===== src/rtl/dual_issue_scheduler.sv =====
// Issue-stage pair scheduler: dual-issues independent pairs, splits conflicting ones.
// Optional SCHED_PERF_EN adds dual-issue and split event counters.
module dual_issue_scheduler #(
   parameter int                    DATA_WIDTH = 32,
   parameter logic [DATA_WIDTH-1:0] NOP_INSTR  = 32'h00000013
) (
   input  logic                  clk,
   input  logic                  rst,
   input  logic [DATA_WIDTH-1:0] InstrA_i,
   input  logic [DATA_WIDTH-1:0] InstrB_i,
   input  logic                  ValidA_i,
   input  logic                  ValidB_i,
   input  logic                  Stall_i,
   input  logic                  Flush_i,
   output logic                  FetchReady_o,
   output logic [DATA_WIDTH-1:0] IssueInstrA_o,
   output logic [DATA_WIDTH-1:0] IssueInstrB_o,
   output logic                  IssueValidA_o,
`ifdef SCHED_PERF_EN
   output logic                  IssueValidB_o,
   output logic [31:0]           DualIssueCnt_o,
   output logic [31:0]           SplitCnt_o
`else
   output logic                  IssueValidB_o
`endif
);

   localparam logic STATE_NORMAL = 1'b0;
   localparam logic STATE_SPLIT  = 1'b1;

   localparam logic [6:0] OP_REG    = 7'b0110011;
   localparam logic [6:0] OP_IMM    = 7'b0010011;
   localparam logic [6:0] OP_LOAD   = 7'b0000011;
   localparam logic [6:0] OP_STORE  = 7'b0100011;
   localparam logic [6:0] OP_BRANCH = 7'b1100011;
   localparam logic [6:0] OP_LUI    = 7'b0110111;
   localparam logic [6:0] OP_AUIPC  = 7'b0010111;
   localparam logic [6:0] OP_JAL    = 7'b1101111;
   localparam logic [6:0] OP_JALR   = 7'b1100111;

   function automatic logic writes_rd(input logic [6:0] op);
      return op inside {OP_REG, OP_IMM, OP_LOAD, OP_LUI, OP_AUIPC, OP_JAL, OP_JALR};
   endfunction

   function automatic logic reads_rs1(input logic [6:0] op);
      return op inside {OP_REG, OP_IMM, OP_LOAD, OP_STORE, OP_BRANCH, OP_JALR};
   endfunction

   function automatic logic reads_rs2(input logic [6:0] op);
      return op inside {OP_REG, OP_STORE, OP_BRANCH};
   endfunction

   function automatic logic is_mem(input logic [6:0] op);
      return op inside {OP_LOAD, OP_STORE};
   endfunction

   function automatic logic is_ctrl(input logic [6:0] op);
      return op inside {OP_BRANCH, OP_JAL, OP_JALR};
   endfunction

   logic                  state_q;
   logic [DATA_WIDTH-1:0] hold_q;

   logic [6:0] op_a, op_b;
   logic [4:0] rd_a, rd_b, rs1_b, rs2_b;
   logic       reg_hazard, conflict;
   logic       advance, accept_dual, accept_split;

   assign op_a  = InstrA_i[6:0];
   assign op_b  = InstrB_i[6:0];
   assign rd_a  = InstrA_i[11:7];
   assign rd_b  = InstrB_i[11:7];
   assign rs1_b = InstrB_i[19:15];
   assign rs2_b = InstrB_i[24:20];

   // Register hazards only matter when A really produces a value (rd != x0).
   assign reg_hazard = writes_rd(op_a) && (rd_a != 5'd0) &&
                       ((reads_rs1(op_b) && (rs1_b == rd_a)) ||
                        (reads_rs2(op_b) && (rs2_b == rd_a)) ||
                        (writes_rd(op_b) && (rd_b  == rd_a)));
   assign conflict   = reg_hazard || (is_mem(op_a) && is_mem(op_b)) || is_ctrl(op_a);

   assign FetchReady_o = (state_q == STATE_NORMAL) && !Stall_i && !Flush_i;

   assign advance      = !Flush_i && !Stall_i && (state_q == STATE_NORMAL) && ValidA_i;
   assign accept_dual  = advance && ValidB_i && !conflict;
   assign accept_split = advance && ValidB_i && conflict;

   // NOTE: sequential state uses non-blocking assignments so every register
   // samples the pre-edge values regardless of statement order.
   always_ff @(posedge clk or posedge rst) begin
      if (rst) begin
         state_q       <= STATE_NORMAL;
         // NOTE: the hold buffer is a single register, so it is reset like any
         // other flop; a NOP value keeps it harmless if ever observed.
         hold_q        <= NOP_INSTR;
         IssueInstrA_o <= NOP_INSTR;
         IssueInstrB_o <= NOP_INSTR;
         IssueValidA_o <= 1'b0;
         IssueValidB_o <= 1'b0;
      end else if (Flush_i) begin
         state_q       <= STATE_NORMAL;
         hold_q        <= NOP_INSTR;
         IssueInstrA_o <= NOP_INSTR;
         IssueInstrB_o <= NOP_INSTR;
         IssueValidA_o <= 1'b0;
         IssueValidB_o <= 1'b0;
      end else if (!Stall_i) begin
         if (state_q == STATE_SPLIT) begin
            state_q       <= STATE_NORMAL;
            hold_q        <= NOP_INSTR;
            IssueInstrA_o <= hold_q;
            IssueInstrB_o <= NOP_INSTR;
            IssueValidA_o <= 1'b1;
            IssueValidB_o <= 1'b0;
         end else if (!ValidA_i) begin
            IssueInstrA_o <= NOP_INSTR;
            IssueInstrB_o <= NOP_INSTR;
            IssueValidA_o <= 1'b0;
            IssueValidB_o <= 1'b0;
         end else if (ValidB_i && conflict) begin
            state_q       <= STATE_SPLIT;
            hold_q        <= InstrB_i;
            IssueInstrA_o <= InstrA_i;
            IssueInstrB_o <= NOP_INSTR;
            IssueValidA_o <= 1'b1;
            IssueValidB_o <= 1'b0;
         end else begin
            IssueInstrA_o <= InstrA_i;
            IssueInstrB_o <= ValidB_i ? InstrB_i : NOP_INSTR;
            IssueValidA_o <= 1'b1;
            IssueValidB_o <= ValidB_i;
         end
      end
   end

`ifdef SCHED_PERF_EN
   // Counters survive Flush_i; only rst clears them.
   always_ff @(posedge clk or posedge rst) begin
      if (rst) begin
         DualIssueCnt_o <= 32'd0;
         SplitCnt_o     <= 32'd0;
      end else begin
         if (accept_dual)  DualIssueCnt_o <= DualIssueCnt_o + 32'd1;
         if (accept_split) SplitCnt_o     <= SplitCnt_o + 32'd1;
      end
   end
`else
   logic unused_perf;
   assign unused_perf = accept_dual ^ accept_split;
`endif

endmodule


===== config.mk =====
export PLATFORM = sky130hd
export DESIGN_NAME = dual_issue_scheduler
export DESIGN_NICKNAME = d
export VERILOG_FILES = /design/src/rtl/dual_issue_scheduler.sv
export SDC_FILE = /design/constraint.sdc
export NUM_CORES = 1
export LEC_CHECK = 0
export ABC_AREA = 1
export CAP_MARGIN = 20
export CELL_PAD_IN_SITES_DETAIL_PLACEMENT = 0
export CELL_PAD_IN_SITES_GLOBAL_PLACEMENT = 1
export CORE_MARGIN = 10
export CORE_UTILIZATION = 35
export CTS_CLUSTER_DIAMETER = 50
export DETAILED_ROUTE_END_ITERATION = 10
export PLACE_DENSITY_LB_ADDON = 0.08
export SYNTH_ARGS = -nofsm -noshare
export SYNTH_HDL_FRONTEND = slang
export SYNTH_SLANG_ARGS = --single-unit

===== constraint.sdc =====
create_clock -name clk -period 3.5 [get_ports clk]
set_input_delay 0.7 -clock clk [delete_from_list [all_inputs] [get_ports clk]]
set_output_delay 0.7 -clock clk [all_outputs]
set_load 0.005 [all_outputs]

After elaboration in Yosys (flattened, before gate mapping):

Index checks and enable logic that the tools add are counted.

* flip-flop bits (word level): 99
* bits in latches: 0
* RAM bits: 0
* memory bits (read-only): 0
* input port bits: 70
* output and inout bits: 67
* word-level logic and storage cells: 84
* memories: 0

* add/subtract/negate cells: 0
* multipliers: 0
* divide/modulo/power cells: 0
* $lt $le $gt $ge: 0
* equality and inequality tests: 22
* shift operators: 0
* mux-type cells: 29
* bitwise operators: 1
* reduce and logical (&&, ||, !) cells: 26

Operator list (number)
* $mux W32: 15
* $eq A7 B6 Y1 const B: 6
* $eq A7 B7 Y1 const B: 6
* $eq A7 B5 Y1 const B: 4
* $eq A5 B5 Y1: 3
* $eq A7 B2 Y1 const B: 2
* $mux W1: 14
* $reduce_bool A7 Y1: 2
* $reduce_bool A3 Y1: 4
* $logic_and A1 B1 Y1: 9
* $reduce_bool A6 Y1: 1
* $reduce_bool A5 Y1: 1
* $logic_or A1 B1 Y1: 4
* $reduce_bool A2 Y1: 2
* $reduce_and A3 Y1: 1
* $logic_not A1 Y1: 2
* $ne A2 B1 Y1 const B: 1
* $not A1 Y1: 1

Depth between registers and ports, before layout:

* word-level depth: 14
* gate-level depth with buffers: 16
* gate-level depth less buffers: 15

Worst setup path before layout:

No wires, ideal clock.

* path kind: input-to-output
* from: input Flush_i
* to: output FetchReady_o
* data arrival time: 1430 ps
* required time: 2800 ps
* slack: 1370 ps
* cell stages on the path: 4
* cell sequence: nor2_1 -> nand2_1 -> inv_2 -> buf_2

* cells in the longest elaborated chain, start to end: 2

Ends and longest elaborated chain
* start, declared: RTL line 14 `input logic Flush_i,`
* $logic_not A1 Y1
* $logic_and A1 B1 Y1: RTL line 83 `assign FetchReady_o = (state_q == STATE_NORMAL) && !Stall_i && !Flush_i;`
* end, declared: RTL line 15 `output logic FetchReady_o,`

Every way passes these cells.

Final worst setup path:

Ends and elaborated chain as after synthesis.

==> impl_metrics.ini <==
[cts]
clk_pin_slew_ns = 0.07
cts_hold_buf = 0
htree_num_levels = 3
post_cts_buffers = 0
cts_tree = built
root_buffer = clkbuf_16
cts_buffers = 9
post_cts_resize_count = 0
cts.path.max_buffers = 2
clock_latency_ns = 0.34
clock-sinks = 99

[timing]
setup_violations = 0
fin_worst_skew_ns = 0.004805
fin_setup_tns_ns = 0
slew_headroom = 0.5155
setup_ws_ns = 0.6330
rsz0062_at_grt = no
period_minus_slack_ns = 2.867
slew_violations = 0
period_share = 0.8191
hold_violations = 0
worst_slew_pin_slew_ns = 0.7267
clock.fmax_ghz = 0.3488

[die]
start_util = 0.3575
num_rows = 42
dieArea_mm2 = 0.01864
io_pins = 137
core_mm2 = 0.01330
die_w_um = 136.5
die_h_um = 136.5

[place]
gp_congestion = 0.7667
dpl.hpwl_mm = 10.90
place_worst_setup_slack_ns = 0.6339
dpl_cell_area_mm2 = 0.006245
io_buffers = 136

[synthesis]
ys.flop_type = dfrtp_1
synth_edf_count = 0
synth_area_mm2 = 0.004753
synthCells = 566
yosysUniqueCellTypes = 30
ys_ff_latch = 99
syn_area_per_cell_um2 = 8.398
synth_warnings = 0
synthArstFlopShare = 1.000
ys_seq_area_frac = 0.5236
syn-num-nets = 636

[grt]
grt-ovfl-total = 0
antenna_found_initial = 0
grt_pass1_vias = 4499
grt_pass1_wl_mm = 24.81
grt_max_degree = 62
grtUsageTotal = 0.1688

[worst_setup_path]
path_delay_family = buffers and inverters
crit_end = FetchReady_o
cpMaxStageDelayCell = clkdlybuf4s50_1
cp-start-kind = input port
cp.depth = 6
cp.required_ns = 2.80
r2r_cells = 7
crit_buf_inv = 4
critPathArrivalTime_ns = 2.17
cp_max_fo = 5
endpoint_kind = primary output
max_stage_delay_ns = 0.51
rr_startpoint = state_q$_DFFE_PP0P_
crit_top_cell = clkdlybuf4s50_1
worstSetupPathType = input port to primary output
crit_chain = clkdlybuf4s50_1 -> nor2_1 -> buf_4 -> nand2_1 -> inv_2 -> clkdlybuf4s50_1
reg2reg_slack_ns = 1.70
r2r_end = hold_q[13]$_DFFE_PP0P_
critPathLaunch = Flush_i

[layout]
multi_input_area_mm2 = 0.001928
syn_to_final_growth_pct = 37.51
drive_gt1_frac = 0.1094
mostFrequentLayoutCell = nand2_1
diodes = 0
final_cell_mix = nand2_1 (189), clkdlybuf4s50_1 (136), dfrtp_1 (90), o21ai_0 (63), nand4_1 (31)
nets = 760
seq_area_mm2 = 0.002489
final_area_mm2 = 0.006536
nFillCells = 1289

[run_status]
status = complete, no violations

[detailed_routing]
firstDrtPassIters = 5
via_count = 4326
drc = 0
drtIter0Drc = 417
ant_nets = 0
via_per_inst = 4.967
wl_mm = 15.31
avgRoutedWirePerCell_um = 17.58

[pwr]
vdd_drop_max_mv = 0.1784
p_per_area_mw_per_mm2 = 383.6
power_leakage_uw = 0.002984

[min_path]
hold_path_class = flop to flop

[job]
max_cap_viol_count = 0
## worst min-delay path by stage
stage | start | endpoint | slack (ns) | cells after the start
floorplan | hold_q[29]$_DFFE_PP0P_ | hold_q[29]$_DFFE_PP0P_ | 0.44 | 2
global placement | hold_q[4]$_DFFE_PP1P_ | hold_q[4]$_DFFE_PP1P_ | 0.45 | 2
detailed placement | hold_q[1]$_DFFE_PP1P_ | hold_q[1]$_DFFE_PP1P_ | 0.46 | 2
CTS | hold_q[1]$_DFFE_PP1P_ | hold_q[1]$_DFFE_PP1P_ | 0.47 | 2
global route | hold_q[1]$_DFFE_PP1P_ | hold_q[1]$_DFFE_PP1P_ | 0.49 | 2
finish | hold_q[1]$_DFFE_PP1P_ | hold_q[1]$_DFFE_PP1P_ | 0.47 | 2
## stage by stage
stage	hold WS [ns]	cells	power, uW	utilization
floorplan	0.4423	566	1367	-
global placement	0.4533	855	1564	0.4697
detailed placement	0.4589	855	1567	0.4697
CTS	0.4693	871	2545	0.4916
global route	0.4918	871	2631	0.4916
finish	0.4669	871	2508	0.4916
## synth_stat cells, drive strengths merged, types with 2 or more instances
cell type | n | area share
nand2 | 214 | 0.19
dfrtp | 90 | 0.47
o21ai | 65 | 0.068
inv | 39 | 0.031
nand4 | 31 | 0.041
a22oi | 29 | 0.046
clkbuf | 23 | 0.019
nor2 | 17 | 0.014
nand3 | 14 | 0.016
buf | 13 | 0.023
dfstp | 9 | 0.050
o22ai | 7 | 0.0092
nor3 | 5 | 0.0063
a21oi | 3 | 0.0032
xor2 | 3 | 0.0055
xnor2 | 2 | 0.0037
## flip-flops by register name (all words and copies together), names as in the netlist
name and flops:
IssueInstrB_o 32, IssueValidA_o 1, IssueInstrA_o 32, state_q 1, IssueValidB_o 1, hold_q 32
## power by group
part,total (uW),internal (uW),switching [uW]
Sequential,1200,1180,17.4
Clock,966,541,425
Combinational,346,158,188
Total,2510,1880,630
## tightest hold or removal path, delay by kind of cell, from the launching register on
| kind | cells | cell delay (ns) |
|---|---|---|
| flip-flops | 1 | 0.38 |
| AND/OR/NAND/NOR | 2 | 0.09 |
## cell families (layout without fill, tap and decap cells)
| kind of cell | count (synthesis) | count (layout) | share of synthesized area |
|---|---|---|---|
| xor+xnor | 5 | 5 | 0.009215 |
| compound gates | 105 | 105 | 0.1279 |
| flops | 99 | 99 | 0.5236 |
| simple gates | 282 | 282 | 0.2664 |
| buf+inv | 75 | 204 | 0.07291 |
## cell type report
type | instances | area share
clock buffer | 13 | 0.04135
inverter | 39 | 0.02278
clock inverter | 3 | 0.003254
multi-input combinational | 392 | 0.2950
tap | 176 | 0.03369
sequential | 99 | 0.3807
timing repair buffer | 149 | 0.2232
## per-layer routing
metal  vias up  routed length [um]  global-route usage
met3        10                1079             0.04179
li1       2127                   -                   -
met2       114                7026              0.2654
met1      2075                7037              0.2250
met4         0                 166             0.04793
met5         -                   0                   0
Note: power is estimated with default switching activity, not from simulation.
==> variant 1, RTL diff (same flow settings) <==
Set the parameter `DATA_WIDTH` to 28 (it was 32).
--- a/src/rtl/dual_issue_scheduler.sv
+++ b/src/rtl/dual_issue_scheduler.sv
@@ -2,5 +2,5 @@
 // Optional SCHED_PERF_EN adds dual-issue and split event counters.
 module dual_issue_scheduler #(
-   parameter int                    DATA_WIDTH = 32,
+   parameter int                    DATA_WIDTH = 28,
    parameter logic [DATA_WIDTH-1:0] NOP_INSTR  = 32'h00000013
 ) (
Ports: changed (resized InstrA_i, InstrB_i, IssueInstrA_o and IssueInstrB_o); port bits go from 137 to 121. The function was not compared with the original's and may differ.
==> variant 1 against the original RTL <==
  * Total power down 6.3%
  * Critical path depth down 1
  * Final area down 8.9%
  * Via count down 9.9%
  * First-iteration DRC count down 35%
  * Sequential cell count down 12
  * Clock power down 1%
  * Routed wire length down 12%
  * Largest cell class unchanged
  * Core utilization up 0.18 points
  * Area after synthesis down 9.2%
  * Worst setup slack worse by 0.090 ns
==> variant 1: results (changes against the original RTL) <==
[power_and_ir_drop]
swShare_pct=24.75  ; -0.38 points
seq_cell_power_mw=1.07  ; -11%
p_leak_nw=2.779  ; -6.9%
pg_clk_mw=0.955  ; -1%
power-per-cell-area_nw_per_um2=394.6  ; +2.9%
ir_drop_v=0.0002290  ; +28%

[synth]
syn-num-nets=588  ; -7.5%
synth.area.top_cells=dfrtp_1 (45%), nand2_1 (15%), o21ai_0 (5.6%)
yosysSeqAreaShare_pct=50.73  ; -1.6 points
synth_common_cells=nand2_1 (171), dfrtp_1 (78), o21ai_0 (48)

[sta]
worst_slew_pin_slew_ns=0.6209  ; -0.1058 ns
fin_crit_sh_pct=84.47  ; +2.6 points
fin_skew_ns=0.004394  ; -0.0004111 ns

[grt]
grt_use_total_pct=16.26  ; -0.62 points
grt_pass1_wl_um=21640  ; -13%
grt_max_degree=54  ; -13%
grt_pass1_vias=4063  ; -9.7%

[setup_path]
rr_worst_depth=6  ; -1
cp.arrival_ns=2.26  ; +0.09 ns
path_max_fanout=10  ; +5

[placement]
place_area_um2=5659  ; -9.4%
place.detailed.hpwl_um=10020  ; -8.0%
dpl.cell_count=795  ; -7.0%
preCtsSetupSlack_ns=0.5618  ; -0.07205 ns
place.gp.congestion=0.8488  ; +11%
io_buffers=120  ; -12%

[final_layout]
final_layout_size_suffix_gt1_share_pct=11.04  ; +0.11 points
diodes=0  ; unchanged
fin_nets=700  ; -7.9%
reg_top3=IssueInstrA_o (28), IssueInstrB_o (28), hold_q (28)

[detailed_routing]
vias=3899  ; -9.9%
routed_via_density=4.808  ; -3.2%
dr.first_iter.drc_count=269  ; -35%
drt_first_pass_iters=4  ; -1
routedWlPerCell_um=16.62  ; -5.5%

[outcome]
outcome=finished, final reports clean

[variant 1: cell types whose count changed in the layout (fill, tap and decap cells not counted), sizes merged, moves of 2 or more]
cell / change
nand2: -18
xor2: -2
nor3: -4
o21ai: -9
nand3: +7
nand4: -11
clkdlybuf4s50: -16
inv: +8
a22oi: -4
buf: -5
nor2: +15
dfrtp: -12
[variant 1: worst paths after layout]
kind / endpoint / slack (ns)
setup / recovery: FetchReady_o / 0.54
hold / removal: hold_q[1] / 0.46
setup reg to reg: IssueInstrB_o[26] / 1.46
hold reg to reg: hold_q[1] / 0.46
max in group asynchronous: hold_q[1] / 2.00
min in group asynchronous: IssueInstrA_o[22] / 0.74
[variant 1: logic make-up after synthesis]
| family | Yosys count | synth area share (%) |
|---|---|---|
| AOI/OAI and AO/OA | 90 | 12.38 |
| xor gates and xnor gates | 3 | 0.6092 |
| and+or+nand+nor | 271 | 28.57 |
| DFF | 87 | 50.73 |
| buffers and inverters | 75 | 7.714 |
[variant 1: layer usage]
layer / track usage, % / vias up / share of wire, %
li1: - / 1936 / -
met1: 20.06 / 1840 / 43
met2: 25.65 / 102 / 46
met3: 4.512 / 21 / 8.4
met4: 7.979 / 0 / 2.3
met5: 0 / - / 0
[variant 1: critical path, cell delays in order]
cell,delay (ns)
clkdlybuf4s50_1,0.49
nor2_1,0.20
inv_2,0.12
nor2_2,0.19
clkdlybuf4s50_1,0.56
[variant 1: final cells by class]
type,count,area [um2]
Fill cell,1222,6110
Sequential cell,87,2188
Multi-Input combinational cell,364,1805
Timing Repair Buffer,128,1274
Clock buffer,13,250.2
Tap cell,168,210.2
Inverter,48,181.4
Clock inverter,3,42.54
==> variant 2, RTL diff (same flow settings) <==
Made on the original files. The parameter `NOP_INSTR` goes from 32'h00000013 to 32'h00000010.
--- a/src/rtl/dual_issue_scheduler.sv
+++ b/src/rtl/dual_issue_scheduler.sv
@@ -3,5 +3,5 @@
 module dual_issue_scheduler #(
    parameter int                    DATA_WIDTH = 32,
-   parameter logic [DATA_WIDTH-1:0] NOP_INSTR  = 32'h00000013
+   parameter logic [DATA_WIDTH-1:0] NOP_INSTR  = 32'h00000010
 ) (
    input  logic                  clk,
Behaviour: not the same (a bounded check fails within 4 cycles, from zero or initial values and one cycle with rst high).
==> variant 2 against the original RTL <==
  * Final cell count fell by 1.4%
  * Routed wire length rose by 0.65%
  * Sequential share of layout area rose by 0.53 points
  * Worst setup slack got worse by 0.046 ns
  * Count of clock-buffer cells in the layout did not move
  * Non-clock buffer count fell by 4
  * Maximum frequency fell by 1.6%
  * Core utilization rose by 1.4 points
  * Highest routed layer unchanged
  * Sequential cell count did not move
  * Largest power group unchanged
  * Area after synthesis fell by 3.2%
  * Total power rose by 0.98%
  * Final area fell by 1.7%
==> variant 2: results (changes against the original RTL) <==
[outcome]
outcome=finished, final reports clean

[setup_path]
path_max_fanout=3  ; -2
cp_slowest_cell=clkdlybuf4s50_1
rr_worst_depth=6  ; -1
slowest_delay_ns=0.52
crit_family=buffers and inverters
cp.arrival_ns=2.21  ; +0.04 ns

[detailed_routing]
drt_first_pass_iters=5  ; unchanged
wirelength_um=15410  ; +0.65%
dr.first_iter.drc_count=302  ; -28%
routed_via_density=5.008  ; +0.83%

[power_and_ir_drop]
internal-power_mw=1.920  ; +2.2%
pg_clk_mw=1.02  ; +6%
ir_drop_v=0.0002897  ; +62%
p_leak_nw=2.979  ; -0.17%
seqPwrFrac_pct=46.8  ; -0.9 points

[final_layout]
diodes=0  ; unchanged
final_layout_size_suffix_gt1_share_pct=5.531  ; -5.4 points
fin_nets=752  ; -1.1%
reg_top3=IssueInstrA_o (32), IssueInstrB_o (32), hold_q (32)

[hold_path]
hp-class=reg2reg
min_path_cells=2  ; unchanged

[clock_network]
cts_root_buf=clkbuf_16
ctsResizeCount=0  ; unchanged
cts_setup_buffers=0  ; unchanged
clkTransAtPathRegs_ns=0.06
clk_path_buf_depth=2  ; unchanged
cts_made_buffers=9  ; unchanged
cts-hold-fix-buffers=0  ; unchanged
h-tree-depth=3  ; unchanged
clock_latency_ns=0.34  ; about the same

[placement]
place.gp.congestion=0.8210  ; +7.1%
place.detailed.hpwl_um=10710  ; -1.7%
io_buffers=136  ; unchanged
preCtsSetupSlack_ns=0.5839  ; -0.04994 ns

[synth]
synth_common_cells=nand2_1 (211), dfrtp_1 (96), o21ai_0 (66)
synth.area.top_cells=dfrtp_1 (52%), nand2_1 (17%), o21ai_0 (7.2%)
async_flop_share_pct=100.0  ; unchanged
ys_warn_count=0  ; unchanged
syn-num-nets=631  ; -0.79%
yosysSeqAreaShare_pct=53.93  ; +1.6 points
yosysUniqueCellTypes=23  ; -23%
postSynthAreaPerCell_um2=8.201  ; -2.3%

[sta]
slew_headroom_pct=53.27  ; +1.7 points
fin_skew_ns=0.003172  ; -0.001633 ns
fmaxAchievable_mhz=343.2  ; -1.6%

[grt]
grt_pass1_vias=4507  ; +0.18%
grt_max_degree=65  ; +4.8%
grt_antenna_before_repair=0  ; unchanged
grt_use_total_pct=17.47  ; +0.59 points
grt_pass1_wl_um=25300  ; +1.9%

-- variant 2: cell count changes after synthesis, moves of 5 or more --
| cell | change |
|---|---|
| dfrtp_1 | +6 |
| dfstp_2 | -6 |
| nand2_2 | -18 |
| clkbuf_1 | +6 |
| nand2_1 | +22 |
| nor2_1 | +6 |
| inv_2 | -5 |
-- variant 2: final timing paths --
path | start | to | slack (ns)
min in group asynchronous | rst | IssueInstrB_o[0] | 0.80
worst min register to register | hold_q[29] | hold_q[29] | 0.47
worst max-delay path | Flush_i | FetchReady_o | 0.59
worst min-delay path | hold_q[29] | hold_q[29] | 0.47
worst max register to register | state_q | IssueInstrB_o[0] | 1.66
max in group asynchronous | rst | hold_q[12] | 1.98
-- variant 2: metrics by stage --
step | total power, mW | cells | cell area, um2
3_3_place_gp | 1.539 | 843 | 6121
4_1_cts | 2.568 | 859 | 6427
5_1_grt | 2.642 | 859 | 6427
3_5_place_dp | 1.543 | 843 | 6121
2_1_floorplan | 1.339 | 561 | 4601
6_report | 2.532 | 859 | 6427
-- variant 2: layout make-up --
cell class              count  area, um2
multi-input cells         391       1833
clock buffers              13      260.3
repair buffers            145       1454
inverters                  36      137.6
flip-flops and latches     99       2481
fillers                  1310       6295
well taps                 172      215.2
clock inverters             3      46.29
-- variant 2: per-layer routing --
layer / vias up / global-route usage (%) / part of all wire (%)
li1: 2092 / - / -
met1: 2062 / 22.21 / 45
met2: 126 / 28.24 / 48
met3: 22 / 4.006 / 5.3
met4: 0 / 6.469 / 2.1
met5: - / 0 / 0
-- variant 2: kinds of logic after synthesis --
group,count (synthesis),share of synthesized area (%)
AOI/OAI and AO/OA,103,13.03
buffers and inverters,71,6.445
and+or+nand+nor,283,25.65
xor gates and xnor gates,5,0.9520
DFF,99,53.93
